## src/rtl/game_round_ctrl_pkg.sv

```systemverilog
// -----------------------------------------------------------------------------
// game_pkg
// Shared definitions for the binary mental-math round sequencer:
//   - state_t : round sequencer states (IDLE, LOAD_A, LOAD_B, SHOW, NEXT, DONE)
//   - OP_W    : operand width (4 bits, one LFSR sample)
//   - ANS_W   : answer width (5 bits, holds any OP_W + OP_W sum)
//   - op_sum  : zero-extended operand sum used for answer checking
// -----------------------------------------------------------------------------
package game_pkg;

   localparam int OP_W  = 4;
   localparam int ANS_W = 5;

   typedef enum logic [2:0] {
      IDLE   = 3'd0,
      LOAD_A = 3'd1,
      LOAD_B = 3'd2,
      SHOW   = 3'd3,
      NEXT   = 3'd4,
      DONE   = 3'd5
   } state_t;

   // Two 4-bit operands never overflow a 5-bit sum.
   function automatic logic [ANS_W-1:0] op_sum(input logic [OP_W-1:0] a,
                                                input logic [OP_W-1:0] b);
      return ANS_W'(a) + ANS_W'(b);
   endfunction

endpackage

```

## src/rtl/game_round_ctrl_if.sv

```systemverilog
// -----------------------------------------------------------------------------
// game_round_ctrl_if
// Player-facing bundle of the round sequencer.
//   master (player side / bench) drives : start, ans_valid, ans
//   slave  (game_round_ctrl) drives     : op_a, op_b, show, correct, wrong,
//                                         timeout, score, round_no, busy, done
// SCORE_W must match the SCORE_W of the attached game_round_ctrl.
// -----------------------------------------------------------------------------
interface game_round_ctrl_if #(
   parameter int SCORE_W = 4
);

   logic                        start;
   logic                        ans_valid;
   logic [game_pkg::ANS_W-1:0]  ans;
   logic [game_pkg::OP_W-1:0]   op_a;
   logic [game_pkg::OP_W-1:0]   op_b;
   logic                        show;
   logic                        correct;
   logic                        wrong;
   logic                        timeout;
   logic [SCORE_W-1:0]          score;
   logic [7:0]                  round_no;
   logic                        busy;
   logic                        done;

   modport master (
      output start, ans_valid, ans,
      input  op_a, op_b, show, correct, wrong, timeout, score, round_no,
             busy, done
   );

   modport slave (
      input  start, ans_valid, ans,
      output op_a, op_b, show, correct, wrong, timeout, score, round_no,
             busy, done
   );

endinterface

```

## src/rtl/game_round_ctrl_rng_lfsr4.sv

```systemverilog
// -----------------------------------------------------------------------------
// rng_lfsr4
// 4-bit random source for operand sampling.
//   next = {q[2], q[1], q[0] ~^ q[3], q[3]}; from 0000 it runs 0,2,6,14,13,11,...
// Ports:
//   clk : clock, rising edge
//   rst : synchronous, active-low reset (q returns to 0000)
//   en  : advance enable
//   q   : current LFSR value
// -----------------------------------------------------------------------------
module rng_lfsr4 (
   input  logic       clk,
   input  logic       rst,
   input  logic       en,
   output logic [3:0] q
);

   logic [3:0] lfsr_q;
   logic [3:0] lfsr_d;

   always_comb begin
      lfsr_d = lfsr_q;
      if (en) begin
         lfsr_d = {lfsr_q[2], lfsr_q[1], lfsr_q[0] ~^ lfsr_q[3], lfsr_q[3]};
      end
   end

   always_ff @(posedge clk) begin
      if (!rst) begin
         lfsr_q <= 4'b0000;
      end else begin
         lfsr_q <= lfsr_d;
      end
   end

   assign q = lfsr_q;

endmodule

```

## src/rtl/game_round_ctrl.sv

```systemverilog
// -----------------------------------------------------------------------------
// game_round_ctrl
// Round sequencer for the binary mental-math game. Samples two LFSR operands
// per round, shows them to the player, checks the 5-bit binary answer and
// accumulates a saturating score over ROUNDS rounds.
//
// Parameters:
//   ROUNDS         : rounds per game (1..255)
//   TIMEOUT_CYCLES : answer window in clk cycles (>= 2), GAME_TIMEOUT_EN only
//   SCORE_W        : score width
// Ports:
//   clk : clock, rising edge
//   rst : synchronous, active-low reset
//   bus : game_round_ctrl_if.slave
//         in  start, ans_valid, ans
//         out op_a, op_b, show, correct, wrong, timeout, score, round_no,
//             busy, done
// Build option:
//   GAME_TIMEOUT_EN : when defined, an answer timer ends SHOW after
//                     TIMEOUT_CYCLES cycles with a wrong+timeout pulse; when
//                     undefined, SHOW waits indefinitely and timeout is 0.
// -----------------------------------------------------------------------------
module game_round_ctrl
   import game_pkg::*;
#(
   parameter int ROUNDS         = 8,
   parameter int TIMEOUT_CYCLES = 255,
   parameter int SCORE_W        = 4
) (
   input  logic              clk,
   input  logic              rst,
   game_round_ctrl_if.slave  bus
);

   localparam logic [7:0]         LAST_ROUND = 8'(ROUNDS - 1);
   localparam logic [SCORE_W-1:0] SCORE_MAX  = {SCORE_W{1'b1}};

   function automatic logic [SCORE_W-1:0] sat_inc(input logic [SCORE_W-1:0] v);
      return (v == SCORE_MAX) ? v : v + 1'b1;
   endfunction

   state_t             state_q, state_d;
   logic [OP_W-1:0]    op_a_q, op_a_d;
   logic [OP_W-1:0]    op_b_q, op_b_d;
   logic [SCORE_W-1:0] score_q, score_d;
   logic [7:0]         round_q, round_d;
   logic               correct_q, correct_d;
   logic               wrong_q, wrong_d;
   logic [OP_W-1:0]    lfsr;
   logic               lfsr_en;

`ifdef GAME_TIMEOUT_EN
   localparam int           TMR_W    = (TIMEOUT_CYCLES > 2) ? $clog2(TIMEOUT_CYCLES) : 1;
   localparam logic [TMR_W-1:0] TMR_LAST = TMR_W'(TIMEOUT_CYCLES - 1);

   logic [TMR_W-1:0] timer_q, timer_d;
   logic             timeout_q, timeout_d;
`endif

   // The random source keeps running except while operands are on display,
   // so the player's think time does not change later operands.
   assign lfsr_en = rst & (state_q != SHOW);

   rng_lfsr4 u_rng (
      .clk (clk),
      .rst (rst),
      .en  (lfsr_en),
      .q   (lfsr)
   );

   always_comb begin
      state_d   = state_q;
      op_a_d    = op_a_q;
      op_b_d    = op_b_q;
      score_d   = score_q;
      round_d   = round_q;
      correct_d = 1'b0;
      wrong_d   = 1'b0;
`ifdef GAME_TIMEOUT_EN
      timer_d   = timer_q;
      timeout_d = 1'b0;
`endif
      case (state_q)
         IDLE, DONE: begin
            if (bus.start) begin
               score_d = '0;
               round_d = '0;
               state_d = LOAD_A;
            end
         end
         LOAD_A: begin
            op_a_d  = lfsr;
            state_d = LOAD_B;
         end
         LOAD_B: begin
            op_b_d  = lfsr;
`ifdef GAME_TIMEOUT_EN
            timer_d = '0;
`endif
            state_d = SHOW;
         end
         SHOW: begin
`ifdef GAME_TIMEOUT_EN
            timer_d = timer_q + 1'b1;
`endif
            // An answer on the terminal timer cycle takes priority.
            if (bus.ans_valid) begin
               if (bus.ans == op_sum(op_a_q, op_b_q)) begin
                  correct_d = 1'b1;
                  score_d   = sat_inc(score_q);
               end else begin
                  wrong_d = 1'b1;
               end
               state_d = NEXT;
            end
`ifdef GAME_TIMEOUT_EN
            else if (timer_q == TMR_LAST) begin
               wrong_d   = 1'b1;
               timeout_d = 1'b1;
               state_d   = NEXT;
            end
`endif
         end
         NEXT: begin
            if (round_q == LAST_ROUND) begin
               state_d = DONE;
            end else begin
               round_d = round_q + 8'd1;
               state_d = LOAD_A;
            end
         end
         default: state_d = IDLE;
      endcase
   end

   always_ff @(posedge clk) begin
      if (!rst) begin
         state_q   <= IDLE;
         op_a_q    <= '0;
         op_b_q    <= '0;
         score_q   <= '0;
         round_q   <= '0;
         correct_q <= 1'b0;
         wrong_q   <= 1'b0;
`ifdef GAME_TIMEOUT_EN
         timer_q   <= '0;
         timeout_q <= 1'b0;
`endif
      end else begin
         state_q   <= state_d;
         op_a_q    <= op_a_d;
         op_b_q    <= op_b_d;
         score_q   <= score_d;
         round_q   <= round_d;
         correct_q <= correct_d;
         wrong_q   <= wrong_d;
`ifdef GAME_TIMEOUT_EN
         timer_q   <= timer_d;
         timeout_q <= timeout_d;
`endif
      end
   end

   assign bus.op_a     = op_a_q;
   assign bus.op_b     = op_b_q;
   assign bus.show     = (state_q == SHOW);
   assign bus.correct  = correct_q;
   assign bus.wrong    = wrong_q;
   assign bus.score    = score_q;
   assign bus.round_no = round_q;
   assign bus.busy     = (state_q != IDLE) && (state_q != DONE);
   assign bus.done     = (state_q == DONE);
`ifdef GAME_TIMEOUT_EN
   assign bus.timeout  = timeout_q;
`else
   assign bus.timeout  = 1'b0;
`endif

endmodule
```

## src/flat_wrapper.sv

```systemverilog
// flat-port wrapper written by rule: the top's interface ports become plain ports
module game_round_ctrl_flat import game_pkg::*;
#(
   parameter int ROUNDS         = 8,
   parameter int TIMEOUT_CYCLES = 255,
   parameter int SCORE_W        = 4
)
  (clk, rst, bus_start, bus_ans_valid, bus_ans, bus_op_a, bus_op_b, bus_show, bus_correct, bus_wrong, bus_timeout, bus_score, bus_round_no, bus_busy, bus_done);
  game_round_ctrl_if #(.SCORE_W(SCORE_W)) bus_i ();
  input  logic clk;
  input  logic rst;
  input wire logic [$bits(bus_i.start)-1:0] bus_start;
  input wire logic [$bits(bus_i.ans_valid)-1:0] bus_ans_valid;
  input wire logic [$bits(bus_i.ans)-1:0] bus_ans;
  output wire logic [$bits(bus_i.op_a)-1:0] bus_op_a;
  output wire logic [$bits(bus_i.op_b)-1:0] bus_op_b;
  output wire logic [$bits(bus_i.show)-1:0] bus_show;
  output wire logic [$bits(bus_i.correct)-1:0] bus_correct;
  output wire logic [$bits(bus_i.wrong)-1:0] bus_wrong;
  output wire logic [$bits(bus_i.timeout)-1:0] bus_timeout;
  output wire logic [$bits(bus_i.score)-1:0] bus_score;
  output wire logic [$bits(bus_i.round_no)-1:0] bus_round_no;
  output wire logic [$bits(bus_i.busy)-1:0] bus_busy;
  output wire logic [$bits(bus_i.done)-1:0] bus_done;
  assign bus_i.start = bus_start;
  assign bus_i.ans_valid = bus_ans_valid;
  assign bus_i.ans = bus_ans;
  assign bus_op_a = bus_i.op_a;
  assign bus_op_b = bus_i.op_b;
  assign bus_show = bus_i.show;
  assign bus_correct = bus_i.correct;
  assign bus_wrong = bus_i.wrong;
  assign bus_timeout = bus_i.timeout;
  assign bus_score = bus_i.score;
  assign bus_round_no = bus_i.round_no;
  assign bus_busy = bus_i.busy;
  assign bus_done = bus_i.done;
  game_round_ctrl #(.ROUNDS(ROUNDS), .TIMEOUT_CYCLES(TIMEOUT_CYCLES), .SCORE_W(SCORE_W)) u_core (.clk(clk), .rst(rst), .bus(bus_i));
endmodule
```

## config.mk

```make
export PLATFORM = sky130hd
export DESIGN_NAME = game_round_ctrl_flat
export DESIGN_NICKNAME = d
export VERILOG_FILES = /design/src/rtl/game_round_ctrl_pkg.sv /design/src/rtl/game_round_ctrl_if.sv /design/src/rtl/game_round_ctrl_rng_lfsr4.sv /design/src/rtl/game_round_ctrl.sv /design/src/flat_wrapper.sv
export SDC_FILE = /design/constraint.sdc
export NUM_CORES = 1
export LEC_CHECK = 0
export ABC_AREA = 1
export CAP_MARGIN = 20
export CELL_PAD_IN_SITES_DETAIL_PLACEMENT = 1
export CELL_PAD_IN_SITES_GLOBAL_PLACEMENT = 2
export CORE_MARGIN = 2
export CORE_UTILIZATION = 27
export CTS_CLUSTER_DIAMETER = 30
export DETAILED_ROUTE_END_ITERATION = 8
export GPL_ROUTABILITY_DRIVEN = 0
export GPL_TIMING_DRIVEN = 0
export MAX_ROUTING_LAYER = met4
export PLACE_DENSITY = 0.84
export SYNTH_ARGS = -nofsm -noshare
export SYNTH_HDL_FRONTEND = slang
export SYNTH_SLANG_ARGS = --single-unit
```

## constraint.sdc

```tcl
create_clock -name clk -period 2.6 [get_ports clk]
set_input_delay 0.39 -clock clk [delete_from_list [all_inputs] [get_ports clk]]
set_output_delay 0.39 -clock clk [all_outputs]
set_load 0.01 [all_outputs]
```

; Word-level counts from Yosys, hierarchy flattened
; Cells that the tools add are included.
[word_totals]
regBits = 29
inputBits = 9
output_inout_bits = 26
wordCells = 52
[classes]
addsub = 3
n_eq_ne = 15
mux = 14
n_bitwise = 2
reduce_logical = 10
[op_table]
columns = operator, count
row1 = $mux W4, 4
row2 = $mux W8, 2
row3 = $pmux W8 S2, 1
row4 = $pmux W3 S5, 1
row5 = $mux W3, 3
row6 = $add A8 B1 Y8 const B, 1
row7 = $eq A8 B3 Y1 const B, 1
row8 = $ne A2 B2 Y1 const B, 4
row9 = $pmux W4 S2, 1
row10 = $eq A3 B2 Y1 const B, 2
row11 = $eq A3 B3 Y1 const B, 2
row12 = $reduce_and A3 Y1, 2
row13 = $add A4 B4 Y5, 1
row14 = $eq A5 B5 Y1, 1
row15 = $reduce_and A5 Y1, 1
row16 = $add A4 B1 Y4 const B, 1
row17 = $eq A4 B4 Y1 const B, 1
row18 = $reduce_bool A2 Y1, 2
row19 = $eq A3 B1 Y1 const B, 1
row20 = $logic_not A3 Y1, 1
row21 = $ne A3 B2 Y1 const B, 1
row22 = $ne A3 B3 Y1 const B, 1
row23 = $reduce_bool A3 Y1, 1
row24 = $mux W1, 2
row25 = 6 further kinds, 6

; Logic depth before layout (Yosys ltp)
; Gate-level depths: netlist of the first run.
[logic_depth]
depth_word = 5
depth_mapped = 13

; By module
; A second synthesis of the first run with hierarchy kept.
[unflattened]
cells_unflattened = 221
hier_area_um2 = 1574.0
[by_module_without_submodules]
columns = module, n_inst, cells_each, area_each_um2
row1 = game_round_ctrl, 1, 200, 1420.1
row2 = rng_lfsr4, 1, 21, 153.9

; Worst setup path after synthesis of the first run
; No wires, ideal clock.
[synth_path]
path_kind = register to register
from = reg u_core.op_b_q[0], in the netlist u_core.bus.op_b[0]
to = reg u_core.score_q[0], in the netlist u_core.bus.score[0]
t_arrival_ns = 1.785
required_time_ns = 2.484
slack_ns = 0.699
stages_incl_launch_ff = 11
n_path_buf = 0
cell_sequence = dfxtp_1 ha_1 fa_1 xnor2_1 nand2_1 nor2_1 nand3_1 o21bai_1 nand2_1 nor2_1 nor2_1
[synth_via]
elab_chain_cells = 4
[synth_rtl]
columns = element, line_no
row1 = "start, declared", game_round_ctrl.sv:44  ; logic [OP_W-1:0] op_b_q, op_b_d;
row2 = "start signal, assigned", game_round_ctrl.sv:152  ; op_b_q <= op_b_d;
row3 = $add A4 B4 Y5, game_round_ctrl_pkg.sv:26  ; return ANS_W'(a) + ANS_W'(b);
row4 = $eq A5 B5 Y1, game_round_ctrl.sv:108  ; if (bus.ans == op_sum(op_a_q, op_b_q)) begin
row5 = $ne A2 B1 Y1 (no line), -
row6 = $reduce_and A5 Y1 (no line), -
row7 = "end signal, assigned", game_round_ctrl.sv:153  ; score_q <= score_d;
row8 = "end, declared", game_round_ctrl.sv:45  ; logic [SCORE_W-1:0] score_q, score_d;
; Every way passes these cells.
; A chain may end at the register's enable or synchronous reset.

; Worst setup path in the final report of the first run
[layout_path]
from = reg u_core.op_b_q[0], in the netlist u_core.bus.op_b[0]
to = reg u_core.score_q[2], in the netlist u_core.bus.score[2]
; Same word-level chain as after synthesis.

==> out/metrics.cfg, run 1 <==
[route]
post_drt_wl_per_cell_um=12.1
via_per_inst=4.54
drtAntennaViolNets=0
vias=1465
firstDrtPassIters=4
wirelength_mm=3.90
route.detailed.drc=0
drt_iter0_drc=53

[power]
power_mw=1.93
p_leak_nw=0.836
ir_drop_mv=0.373
powerDensity_nw_per_um2=947

[sta]
setup_viol=0
worst_pin_slew_ns=0.538
setup_tns_ns=0
skew_ns=0.00140
grt_setup_unrepaired=no
fmax_mhz=468
hold_viol_final=0
fin_crit_sh_pct=82.2
slew_viol_final=0
post-route-min-period_ns=2.14
fin_hold_ws_ns=0.469
relSlewSlack_pct=63.9

[synthesis]
avgSynthCellArea_um2=7.32
syn_inst=210
synth_nets=226
async_reset_ff_share_pct=0
synth_cell_type_count=32
synth_edf_count=0
synthFlopType=dfxtp_1
netlist_area_um2=1540
yosys_warnings=0
synth_seq_area_share_pct=37.8
ys_ff_latch=29

[clock_tree]
cts_setup_buffers=0
ctsHoldBuffers=0
clkLatencyLatePin_ns=0.28
cts_resized=0
clockBufferDepth=2
htreeDepth=2
clk_pin_slew_worst_paths_ns=0.06
cts_made_buffers=5
cts_tree=yes
clkSinkCount=29
clockRootBuffer=clkbuf_8

[final_layout]
fillers=707
drive_above_1_share_pct=8.76
synthToLayoutAreaGrowth_pct=32.6
final_common_cell=nand2_1
finalNetCount=266
n_antenna_cell=0
final_cell_mix=nand2_1 (40), clkdlybuf4s50_1 (33), dfxtp_1 (29)

[global_route]
grt_max_degree=11
grt_usage_pct=14.4
antenna_found_initial=0
first_global_vias=1497
grt_pass1_wl_mm=6.97
grt_overflow_total=0

[die]
core_area_um2=5510
dieArea_um2=6310
row_count=27
die_y_um=79.4
initial_core_util_pct=27.9
die_x_um=79.4
floorplan.io_pins=35

[status]
outcome=finished, final reports clean

[worst_setup_path]
rr_startpoint=u_core.bus.op_b[0]
crit_start=u_core.bus.op_b[0]
cp.required_ns=2.80
cp.arrival_ns=2.34
cp_slowest_cell=fa_1
crit_top_cell=nand2_1
reg2reg_slack_ns=0.46
worstPathCellList=ha_1 -> fa_1 -> nand2_1 -> nand2_1 -> nand2_1 -> nand2_1 -> nor2_1 -> nand3_1 -> nor3_2 -> nand2_1 -> a21oi_1
r2r-end=u_core.bus.score[2]
worstPathMaxFanout=4
crit_type=reg2reg
cpPeakStageDelay_ns=0.42
start_kind=register
crit_path_end_kind=register
reg2reg_depth=11

[placed_design]
port_buffers=33
hpwl_mm=3.02

[worst_hold_path]
hold_end=u_core.bus.op_a[3]
min_from=u_core.bus.op_a[3]
hold_path.class=reg2reg
min_path_cells=2

[flow_run]
max_cap_viol_count=0

[layout make-up]
cell class                      count  area, um2  area share [%]
Tap cell                           72       90.1            4.42
Multi-Input combinational cell    146        813            39.9
Sequential cell                    29        581            28.5
Clock buffer                        8       80.1            3.93
Timing Repair Buffer               33        330            16.2
Buffer                              3       22.5            1.11
Inverter                           32        120            5.90
[metal layers]
layer,up-vias,wire (um),global-route usage [%]
li1,767,-,-
met1,670,1940,18.6
met2,22,1750,21.8
met3,6,126,3.85
met4,0,78,5.17
met5,-,0,-
[how the worst max path moves through the flow]
stage,endpoint
floorplan,u_core.bus.score[0]
global placement,u_core.bus.score[3]
detailed placement,u_core.bus.score[2]
CTS,u_core.bus.score[2]
global route,u_core.bus.score[2]
finish,u_core.bus.score[2]
[state kept, by name, summed over array words and instances, names as in the netlist]
name,cells
u_core.bus.score,4
u_core.bus.op_b,4
u_core.bus.op_a,4
u_core.u_rng.q,4
u_core.bus.correct,1
u_core.bus.round_no,8
u_core.bus.wrong,1
u_core.state_q,3
[synthesized netlist by cell type (5+ instances only)]
cell type  count  area, um2
nand3_1       13       65.1
o21ai_0       14       70.1
nand4_1        5       31.3
nor2_1        18       67.6
inv_2          5       18.8
a21oi_1       18       90.1
ha_1           6       75.1
dfxtp_1       29        581
inv_1         26       97.6
xnor2_1        5       43.8
nand2_1       40        150
[power breakdown]
part | total [mW] | leakage (nW) | internal (mW) | switching [mW]
combinational | 0.922 | 0.560 | 0.389 | 0.533
sequential | 0.653 | 0.236 | 0.546 | 0.107
clock | 0.354 | 0.0395 | 0.190 | 0.165
total | 1.93 | 0.836 | 1.12 | 0.805
[critical path: cells and delay by family (launching register included)]
family	cells	cell delay, ns
AOI/OAI and AO/OA	1	0.15
and+or+nand+nor	8	0.93
DFF	1	0.33
adders and majority gates	2	0.65
[through the flow]
stage	cell area [um2]	std cells	utilization [%]	setup slack, ns
after floorplan	1540	210	-	0.699
after global placement	1960	315	35.5	0.481
after detailed placement	1960	315	35.5	0.442
after CTS	2040	323	37.0	0.432
after global routing	2040	323	37.0	0.195
final	2040	323	37.0	0.463
[kinds of logic after synthesis]
logic type	synth area share, %
adders and majority gates	6.19
xor gates and xnor gates	4.56
buffers and inverters	9.28
other	0.244
DFF	37.8
and+or+nand+nor	27.4
AOI/OAI and AO/OA	14.6
No activity file was read; power rests on OpenSTA's default activity.
==> run 2: changes to the inputs <==
CORE_UTILIZATION = 25   (was 27)
PLACE_DENSITY = 0.82   (was 0.84)
clock period = 1.8 ns   (was 2.6 ns; I/O delays follow)
==> run 2 against run 1 <==
Compared with the run above: the flow now finishes with violations (setup timing); routed wire length increased by 5.5%; flip-flop and latch count unchanged; die area increased by 7.6%; sequential power increased by 50%; sequential share of layout area decreased by 1.2 points; non-clock buffer count increased by 5; clock skew increased by 0.0013 ns; register-to-register slack got worse by 0.67 ns; design area increased by 6.0%; combinational power increased by 58%; critical path type unchanged.
==> out/metrics.cfg, run 2 (synthesized netlist as in run 1, its figures left out) <==
[status]
outcome=finished with violations
violations=setup timing

[global_route]
antenna_found_initial=0  ; unchanged
grt_max_degree=11  ; unchanged
first_global_vias=1466  ; -2.1%
grt_pass1_wl_mm=6.93  ; -0.50%
grt_overflow_total=0  ; unchanged
grt_usage_pct=13.9  ; -0.58 points

[worst_setup_path]
start_kind=register
r2r-end=u_core.bus.score[0]
rr_startpoint=u_core.bus.op_b[0]
worstPathMaxFanout=4  ; unchanged
reg2reg_slack_ns=-0.21  ; -0.67 ns
cp.arrival_ns=2.18  ; -0.16 ns
cp.required_ns=1.97  ; -0.83 ns
reg2reg_depth=10  ; -1
crit_type=reg2reg
crit_path_end_kind=register

[route]
wirelength_mm=4.11  ; +5.5%
vias=1482  ; +1.2%
post_drt_wl_per_cell_um=12.5  ; +3.3%
firstDrtPassIters=4  ; unchanged
drtAntennaViolNets=0  ; unchanged
drt_iter0_drc=46  ; -13%
route.detailed.drc=0  ; unchanged
via_per_inst=4.49  ; -0.99%

[clock_tree]
clockRootBuffer=clkbuf_8
cts_made_buffers=5  ; unchanged
clockBufferDepth=2  ; unchanged
cts_tree=yes
clkSinkCount=29  ; unchanged
htreeDepth=2  ; unchanged
clkLatencyLatePin_ns=0.28  ; about the same
clk_pin_slew_worst_paths_ns=0.06  ; about the same

[power]
powerDensity_nw_per_um2=1380  ; +46%
ir_drop_mv=0.503  ; +35%
power_mw=2.98  ; +55%
p_leak_nw=0.904  ; +8.1%

[final_layout]
drive_above_1_share_pct=16.5  ; +7.7 points
synthToLayoutAreaGrowth_pct=40.6
final_cell_mix=nand2_1 (38), clkdlybuf4s50_1 (30), inv_1 (26)
finalNetCount=271  ; +1.9%
fin_cells=330  ; +2.2%
n_antenna_cell=0  ; unchanged
largest_reg_flops=8  ; unchanged
final_common_cell=nand2_1

[sta]
relSlewSlack_pct=64.6  ; +0.70 points
fmax_mhz=498  ; +6.5%
post-route-min-period_ns=2.01  ; -0.131 ns
slew_viol_final=0  ; unchanged
hold_viol_final=0  ; unchanged
skew_ns=0.00266  ; +0.00127 ns
setup_viol=6  ; +6
postLayoutSetupSlackWorst_ns=-0.206  ; -0.669 ns
worst_pin_slew_ns=0.528  ; -0.0104 ns
grt_setup_unrepaired=yes
fin_crit_sh_pct=111  ; +29 points

[die]
core_area_um2=5920  ; +7.5%
floorplan.io_pins=35  ; unchanged
die_x_um=82.4  ; +3.7%
die_y_um=82.4  ; +3.7%
dieArea_um2=6790  ; +7.6%
initial_core_util_pct=26.0  ; -2.0 points
row_count=28  ; +3.7%

[placed_design]
dp.cells=318  ; +0.95%
pre_cts_ws_ns=-0.358  ; -0.799 ns
port_buffers=33  ; unchanged
hpwl_mm=3.07  ; +1.6%

[worst_hold_path]
min_from=u_core.bus.op_a[2]
min_path_cells=2  ; unchanged
hold_end=u_core.bus.op_a[2]
hold_path.class=reg2reg

[flow_run]
max_cap_viol_count=0  ; unchanged

[run 2: layout make-up]
type / count / area, um2
clock buffer: 7 / 86.3
multi-input combinational: 146 / 880
fill: 724 / 3760
inverter: 32 / 120
timing repair buffer: 38 / 368
buffer: 3 / 22.5
tap: 75 / 93.8
sequential: 29 / 589
[run 2: how the worst max path moves through the flow]
stage	startpoint	endpoint	slack, ns
finish	u_core.bus.op_b[0]	u_core.bus.score[0]	-0.21
global route	u_core.bus.op_b[0]	u_core.bus.score[2]	-0.32
CTS	u_core.bus.op_b[0]	u_core.bus.score[0]	-0.25
detailed placement	u_core.bus.op_b[0]	u_core.bus.score[0]	-0.36
global placement	u_core.bus.op_b[0]	u_core.bus.score[2]	-0.32
floorplan	u_core.bus.op_b[0]	u_core.bus.score[0]	-0.05
[run 2: metrics by stage]
stage	TNS, ns	hold WS (ns)	cell area [um2]	util [%]
floorplan	-0.145	0.401	1550	-
global placement	-1.42	0.462	1980	33.4
detailed placement	-1.52	0.469	1980	33.4
CTS	-0.973	0.479	2120	35.8
global route	-1.60	0.502	2160	36.5
finish	-0.939	0.475	2160	36.5
[run 2: worst max-delay path, cell delays in order, from the launching register on]
cell	delay, ns
dfxtp_4	0.35
ha_4	0.16
fa_2	0.54
xnor2_2	0.11
nand2_1	0.08
nor2_2	0.14
nand3_4	0.12
o21bai_1	0.17
nand2_2	0.10
nor2_1	0.10
nor2_1	0.05
[run 2: report_power, final]
part	switching (mW)	total, mW	internal [mW]
registers	0.180	0.981	0.801
logic	0.832	1.46	0.626
clock network	0.240	0.542	0.303
[run 2: timing repair]
item                                    CTS  global route
buffers inserted                          3             2
endpoints found under the setup margin    9            15
hold buffers                              0             0
resized for setup                        11             9
pin swaps                                 5             2
[run 2: layer usage]
layer  global-route usage, %  vias to the layer above  routed length (um)
li1                        -                      776                   -
met1                    17.6                      672                2050
met2                    21.5                       28                1850
met3                    3.26                        6                 149
met4                    5.00                        0                  73
met5                       -                        -                   0
